$ cat config.mk
export PLATFORM = sky130hd
export DESIGN_NAME = flow_light_gen
export DESIGN_NICKNAME = d
export VERILOG_FILES = /design/src/rtl/flow_light_pkg.sv /design/src/rtl/flow_light_gen_step_prescaler.sv /design/src/rtl/flow_light_gen.sv
export SDC_FILE = /design/constraint.sdc
export NUM_CORES = 1
export LEC_CHECK = 0
export CAP_MARGIN = 10
export CORE_MARGIN = 2
export CORE_UTILIZATION = 50
export DETAILED_ROUTE_END_ITERATION = 10
export GPL_TIMING_DRIVEN = 0
export PLACE_DENSITY_LB_ADDON = 0.2
export SYNTH_ARGS = -nofsm -noshare
export SYNTH_HDL_FRONTEND = slang
export SYNTH_SLANG_ARGS = --single-unit
$ cat constraint.sdc
create_clock -name CLK_in -period 5.1 [get_ports CLK_in]
set_input_delay 1.53 -clock CLK_in [delete_from_list [all_inputs] [get_ports CLK_in]]
set_output_delay 1.53 -clock CLK_in [all_outputs]
set_load 0.01 [all_outputs]
$ cat src/rtl/flow_light_pkg.sv
// rtl/flow_light_pkg.sv - shared motion/style encodings for the running-light generator
package flow_light_pkg;

    localparam logic [2:0] MODE_HOLD   = 3'b000;
    localparam logic [2:0] MODE_HOME   = 3'b001;
    localparam logic [2:0] MODE_FWD    = 3'b010;
    localparam logic [2:0] MODE_REV    = 3'b011;
    localparam logic [2:0] MODE_BOUNCE = 3'b100;

    localparam logic STYLE_DOT = 1'b0;
    localparam logic STYLE_BAR = 1'b1;

endpackage

$ cat src/rtl/flow_light_gen_step_prescaler.sv
// rtl/flow_light_gen_step_prescaler.sv - step prescaler, Step is high in cycles where cnt has reached Div
module step_prescaler #(
    parameter int DIV_WIDTH = 24
) (
    input  logic                 CLK_in,
    input  logic                 RST_in,
    input  logic                 Clear,
    input  logic [DIV_WIDTH-1:0] Div,
    output logic                 Step
);

    logic [DIV_WIDTH-1:0] cnt;

    // >= rather than == so a Div lowered below cnt still fires promptly
    assign Step = (cnt >= Div);

    always_ff @(posedge CLK_in) begin
        if (RST_in || Clear || Step) begin
            cnt <= '0;
        end else begin
            cnt <= cnt + 1'b1;
        end
    end

endmodule

$ cat src/rtl/flow_light_gen.sv
// rtl/flow_light_gen.sv - parametrised running-light generator with dot/bar styles and bounce motion
module flow_light_gen
    import flow_light_pkg::*;
#(
    parameter int WIDTH     = 16,
    parameter int DIV_WIDTH = 24,
    parameter int POS_W     = $clog2(WIDTH)
) (
    input  logic                 CLK_in,
    input  logic                 RST_in,
    input  logic [2:0]           Mode,
    input  logic                 Style,
    input  logic [DIV_WIDTH-1:0] Div,
    output logic [WIDTH-1:0]     Light,
    output logic [POS_W-1:0]     Pos,
    output logic                 Tick
);

    localparam logic [POS_W-1:0] P_MAX  = POS_W'(WIDTH - 1);
    localparam logic [POS_W-1:0] P_NEAR = POS_W'(WIDTH - 2);
    localparam logic [POS_W-1:0] P_ONE  = POS_W'(1);

    logic             step;
    logic             home;
    logic             moving;
    logic [POS_W-1:0] p;
    logic [POS_W-1:0] p_nxt;
    logic             dir;
    logic             dir_nxt;
    logic [WIDTH-1:0] light_nxt;

    assign home   = (Mode == MODE_HOME);
    assign moving = (Mode == MODE_FWD) || (Mode == MODE_REV) || (Mode == MODE_BOUNCE);

    step_prescaler #(.DIV_WIDTH(DIV_WIDTH)) u_prescaler (
        .CLK_in (CLK_in),
        .RST_in (RST_in),
        .Clear  (home),
        .Div    (Div),
        .Step   (step)
    );

    // Wraps are explicit because WIDTH need not be a power of two
    always_comb begin
        p_nxt   = p;
        dir_nxt = dir;
        if (home) begin
            p_nxt   = '0;
            dir_nxt = 1'b0;
        end else if (step) begin
            case (Mode)
                MODE_FWD: p_nxt = (p == P_MAX) ? '0 : p + P_ONE;
                MODE_REV: p_nxt = (p == '0) ? P_MAX : p - P_ONE;
                MODE_BOUNCE: begin
                    if (!dir) begin
                        if (p == P_MAX) begin
                            dir_nxt = 1'b1;
                            p_nxt   = P_NEAR;
                        end else begin
                            p_nxt = p + P_ONE;
                        end
                    end else begin
                        if (p == '0) begin
                            dir_nxt = 1'b0;
                            p_nxt   = P_ONE;
                        end else begin
                            p_nxt = p - P_ONE;
                        end
                    end
                end
                default: p_nxt = p;
            endcase
        end
    end

    // Bit i sits (WIDTH-1-i) positions away from the MSB end
    always_comb begin
        light_nxt = '0;
        for (int i = 0; i < WIDTH; i++) begin
            if (Style == STYLE_BAR) begin
                light_nxt[i] = ((WIDTH - 1 - i) <= int'(p_nxt));
            end else begin
                light_nxt[i] = ((WIDTH - 1 - i) == int'(p_nxt));
            end
        end
    end

    always_ff @(posedge CLK_in) begin
        if (RST_in) begin
            p     <= '0;
            dir   <= 1'b0;
            Tick  <= 1'b0;
            Light <= {1'b1, {(WIDTH-1){1'b0}}};
        end else begin
            p     <= p_nxt;
            dir   <= dir_nxt;
            Tick  <= step && moving;
            Light <= light_nxt;
        end
    end

    assign Pos = p;

endmodule

### Word-level counts from Yosys, hierarchy flattened

Index checks and enable logic that the tools add are counted.

| word-level totals | value |
|---|---|
| flip-flop bits (word level) | 46 |
| input bits | 30 |
| output and inout bits | 21 |
| word-level logic and storage cells | 81 |

| operators by class | value |
|---|---|
| equal/unequal tests | 20 |
| mux-type cells | 26 |
| reductions and logical operators | 10 |
| order comparisons | 16 |
| $add $sub $neg | 3 |

Operators with widths:

| kind | number |
|---|---|
| equality test 4 bit, first input constant | 8 |
| less-or-equal comparator 4 bit, first input constant | 8 |
| two-way mux 4 bit | 7 |
| adder 24 x 1 -> 24 bit, second input constant | 1 |
| >= comparator 24 bit | 1 |
| two-way mux 1 bit | 18 |
| equality test 3 x 4 -> 1 bit, first input constant | 4 |
| less-or-equal comparator 3 x 4 -> 1 bit, first input constant | 4 |
| case mux 4 bit (3 select lines) | 1 |
| equality test 2 x 4 -> 1 bit, first input constant | 2 |
| less-or-equal comparator 2 x 4 -> 1 bit, first input constant | 2 |
| logical NOT 4 bit | 2 |
| equality test 3 x 2 -> 1 bit, second input constant | 2 |
| adder 4 x 1 -> 4 bit, second input constant | 1 |
| equality test 1 x 4 -> 1 bit, first input constant | 1 |
| equality test 4 bit, second input constant | 1 |
| less-or-equal comparator 1 x 4 -> 1 bit, first input constant | 1 |
| logical OR 1 bit | 4 |
| OR reduction 2 bit | 2 |
| subtractor 4 x 1 -> 4 bit, second input constant | 1 |
| equality test 3 x 1 -> 1 bit, second input constant | 1 |
| equality test 3 bit, second input constant | 1 |
| AND reduction 2 bit | 1 |
| logical AND 1 bit | 1 |

### Longest topological paths before layout

| logic depth | value |
|---|---|
| depth in word-level cells | 8 |
| mapped depth | 12 |
| mapped depth without buffers | 10 |

### By module

From an unflattened synthesis, not the netlist that was laid out.

| unflattened totals | value |
|---|---|
| cells, all modules | 329 |
| area, all modules | 3019.1 um2 |

Modules (own cells, without submodules):

| module | cells an instance | area an instance (um2) | instances | seq. area each (um2) |
|---|---|---|---|---|
| step_prescaler | 201 | 1875.5 | 1 | 480.5 |
| flow_light_gen | 128 | 1143.6 | 1 | 440.4 |

### Worst setup path before layout

Ideal clock, no wire load.

| timing | value |
|---|---|
| kind | input -> register |
| start | in Div[23] |
| end | reg Light[15] |
| required time | 4980 ps |
| setup time | 120 ps |
| arrival time | 3818 ps |
| stages | 11 |
| setup slack | 1162 ps |
| buffers on the path | 1 |
| cell sequence | inv_1 > ha_1 > nand4_2 > nor4_4 > nand2_2 > o21ai_2 > o31ai_1 > or4_4 > buf_6 > and2_4 > a211o_1 |

| between the ends | value |
|---|---|
| cells in the longest elaborated chain, start to end | 4 |

Ends and longest elaborated chain:

| item | RTL line | source |
|---|---|---|
| from (decl) | flow_light_gen.sv:13 | `input logic [DIV_WIDTH-1:0] Div,` |
| >= comparator 24 bit | flow_light_gen_step_prescaler.sv:15 | `assign Step = (cnt >= Div);` |
| two-way mux 4 bit | flow_light_gen.sv:50 | `end else if (step) begin` |
| two-way mux 4 bit | flow_light_gen.sv:47 | `if (home) begin` |
| logical NOT 4 bit | flow_light_gen.sv:83 | `light_nxt[i] = ((WIDTH - 1 - i) == int'(p_nxt));` |
| to (signal assigned) | flow_light_gen.sv:93 | `Light <= {1'b1, {(WIDTH-1){1'b0}}};` |
| to (signal assigned) | flow_light_gen.sv:98 | `Light <= light_nxt;` |
| to (decl) | flow_light_gen.sv:14 | `output logic [WIDTH-1:0] Light,` |

Every way passes these cells.
A chain may end at the register's enable or synchronous reset.

### Final worst setup path

| timing | value |
|---|---|
| start | in Div[2] |
| end | reg Light[1] |

| between the ends | value |
|---|---|
| cells in the longest elaborated chain, start to end | 5 |
| elaborated cells on any way between the ends | 6 |
| classes of those cells | 2 x order compare; 1 x eq/ne; 3 x mux |

Ends and longest elaborated chain:

| item | RTL line | source |
|---|---|---|
| >= comparator 24 bit * | flow_light_gen_step_prescaler.sv:15 |  |
| two-way mux 4 bit * | flow_light_gen.sv:50 |  |
| two-way mux 4 bit * | flow_light_gen.sv:47 |  |
| less-or-equal comparator 4 bit or equality test 2 x 4 -> 1 bit (tied branches) | flow_light_gen.sv:81, flow_light_gen.sv:83 |  |
| two-way mux 1 bit * | flow_light_gen.sv:80 | `if (Style == STYLE_BAR) begin` |

Mark *: on every way between the ends. The rest lies on a longest branch, timed or not.

==> results.md <==
* Status: finished, final reports clean
* Worst Skew at roughly 0.0032 ns
* Vias in the first global route at between 2000 and 3000
* Post-synth top cells: nor2_1 (47), dfxtp_1 (46), nand2_1 (34)
* Min-Delay Path Class: reg2reg
* Sequential area share after synthesis at 29.96%
* CTS sink cnt at 46
* Top-count cell post-synth: nor2_1
* Kind of critical path: in2reg
* All-layer global routing usage at around a fifth
* Largest family of logic cells by synthesized area: simple AND/OR/NAND/NOR gates
* Clk network pwr share at between 30% and 40%
* Fin crit period at 4.523 ns
* Gate power share at between 10 and 15%
* Final RePlAce weighted congestion at around 0.85
* Sw Ratio at about 26%
* Vias at around 2800
* Reg2reg setup slack at between 1.5 and 2 ns
* GR peak layer: met2
* R2R Path Start: Pos[0]
* Worst setup startpoint: Div[2]
* Post-synth ARST share at 0%
* First-pass GRT wire length at ~11000 um
* Slew margin rel. at between 50 and 60%
* DRC viols at 0
* Cells after Synth at 380
* DR iter-0 viols at about 110
* Clock root buffer: clkbuf_8
* Critical Path AT at approximately 4.8 ns
* Antenna diodes at 0
* CTS buffer count at 5
* Setup Viol. Count Final at 0
* PwrDens at between 150 and 200 nW/um2
* Top_reg_cell synth: dfxtp_1
* Area Overhead vs Synth at 22.51%
* Post-synthesis xor/xnor area fraction at between 5 and 6%
* Post-Syn Area at approximately 3100 um2
* Netlist cell types at 69
* Pin count of the biggest net entering global routing at 18
* Synth Area per Inst at roughly 8.1 um2
* Reg area at ~920 um2
* Peak Freq at around 220 MHz
* Met3 usage at under 10%
* Final-report hold violation count at 0
* Worst Hold End: u_prescaler.cnt[0]
* Peak fanout along the critical path at 8
* Skew-Pair Late Insertion Delay at ~0.30 ns
* Total design power at ~680 uW
* Final period util at between 80% and 90%
* Post-CTS Resized at 0
* Share of cells above drive strength 1 at under 10%
* Clock Path Buffers at 2
* R2R cell count at 12
* CP endpoint kind: flop
* Pleak at roughly 0.0016 uW
* Pint at ~500 uW
* HP Start: u_prescaler.cnt[0]
* TritonRoute pass-1 iters at 6
* RR Endpoint: Light[13]
* GR Util met2 at between 30% and 40%
* Grt met1 use at a little over a quarter
* Layout filler cell count at 525
* P_sw at approximately 180 uW
* Drt total wl at roughly 6800 um
* Final worst slack at 0.5772 ns
* Global route overflow at 0
* CTS tree: built
* Seq pwr share at around 54%
* Post-synth EDFFs at 0
* Worst Tran Pin Value at approximately 0.65 ns
* Fin nets at approximately 500
* Post-DP HPWL at 5235 um
* Chip width at between 80 and 90 um
* Initial Utilization at around 52%
* Worst Path Required at approximately 5.3 ns
* TNS Setup at 0 ns
* Synth Area in Compound Gates at about a fifth
* Hold-fix buffers, CTS at 0
* Site Rows at 28
* Crit start category: input port
* CTS clk-pin slew, worst paths at ~0.09 ns
* Initial antenna violation count at 0
* Synth Register Bits at 46
* Pins Over Slew Limit at 0
* Ports at 51
* Post-synthesis simple-gate area fraction at around a quarter
* Maximum vdd drop at between 0.0001 and 0.00015 V
* Post-CTS Setup Bufs at 0
* Top cell type's share of synthesized area at around 30%
* Routed vias/inst at 5.505
* Cells on Worst Hold Path at 1
* Multiplexer share of the synthesized area at about 2.7%
* Synth top area cells: dfxtp_1 (30%), ha_1 (11%), nor2_1 (5.7%)
* Port bufs at 50
* Yosys top cell by area: dfxtp_1
* Multi-input logic area at slightly below 2000 um2
* Post-Synth Adder-Cell Area at roughly 11%
* Die Ht at around 82 um
* CTS H-Tree Depth at 2
* Remaining antenna violation count at 0
* Syn. warnings at 0
* Wire length per cell at 13.20 um
* # Max-Cap Violations at 0
* DP Worst Slack at between 0.3 and 0.4 ns
* RSZ-0062 raised after global routing: false
* Die area at 6791 um2
* Syn_nets at 438
* Core Area at about 5900 um2
[kinds of logic after synthesis]
family,count (synthesis)
xor+xnor,20
flops,46
mux,7
compound gates,88
buf+inv,50
simple gates,141
fa+ha+maj,28
[routing by layer]
| layer | up-vias | wire length (um) |
|---|---|---|
| li1 | 1446 | - |
| met1 | 1302 | 3184 |
| met2 | 70 | 3260 |
| met3 | 6 | 275 |
| met4 | 0 | 51 |
| met5 | - | 0 |
[registers in the layout (all words and copies together), names as in the netlist]
name,flops
Light,16
u_prescaler.cnt,24
dir,1
Pos,4
Tick,1
[how the worst max path moves through the flow]
stage	slack, ns	to	cells past startpoint
6_report	0.58	Light[1]	11
5_1_grt	0.37	Light[1]	11
4_1_cts	0.62	Light[1]	11
3_5_place_dp	0.30	Light[1]	11
3_3_place_gp	0.36	Light[1]	11
2_1_floorplan	1.16	Light[15]	11
[power groups by stage]
stage	Combinational (uW)	Clock, uW	Sequential, uW
2_1_floorplan	42.0	0	371
3_3_place_gp	73.4	0	372
3_5_place_dp	75.3	0	372
4_1_cts	76.0	246	363
5_1_grt	84.9	262	364
6_report	75.9	239	363
[stage by stage]
step	area [um2]	std cells	util (%)	hold slack [ns]
floorplan	3074	380	-	0.4414
global placement	3669	505	61.96	0.4621
detailed placement	3669	505	61.96	0.4759
CTS	3766	513	63.61	0.4976
global route	3766	513	63.61	0.5350
finish	3766	513	63.61	0.4928
[worst max-delay path, stage by stage]
cell and delay, ns:
clkdlybuf4s50_1 0.45, inv_1 0.04, ha_1 0.29, a211oi_1 0.23
o21ai_1 0.14, a211oi_2 0.43, o21ai_2 0.16, o22ai_2 0.34
o221ai_1 0.41, or3_4 0.51, a211oi_2 0.21
[placed cells by master (no fill, tap or decap), drive strengths merged, types with 4 or more instances in the layout]
| master | instances |
|---|---|
| xnor2 | 5 |
| clkdlybuf4s50 | 50 |
| nand2 | 35 |
| inv | 34 |
| a31oi | 4 |
| and3 | 8 |
| a21oi | 25 |
| ha | 28 |
| nand2b | 6 |
| dfxtp | 46 |
| o221ai | 4 |
| nand3 | 10 |
| or2 | 4 |
| mux2i | 5 |
| nand4 | 6 |
| nor2b | 5 |
| o21ai | 19 |
| xor2 | 15 |
| o31ai | 4 |
| buf | 6 |
| or3 | 6 |
| a211oi | 7 |
| clkbuf | 15 |
| nor2 | 47 |
[area by class of cell]
class | count | share of cell area (%)
Buffer | 17 | 2.226
Clock buffer | 5 | 1.827
Clock inverter | 3 | 0.7641
Inverter | 33 | 3.289
Multi-Input combinational cell | 284 | 51.66
Sequential cell | 46 | 24.45
Tap cell | 75 | 2.492
Timing Repair Buffer | 50 | 13.29
(Power assumes the default switching activity.)
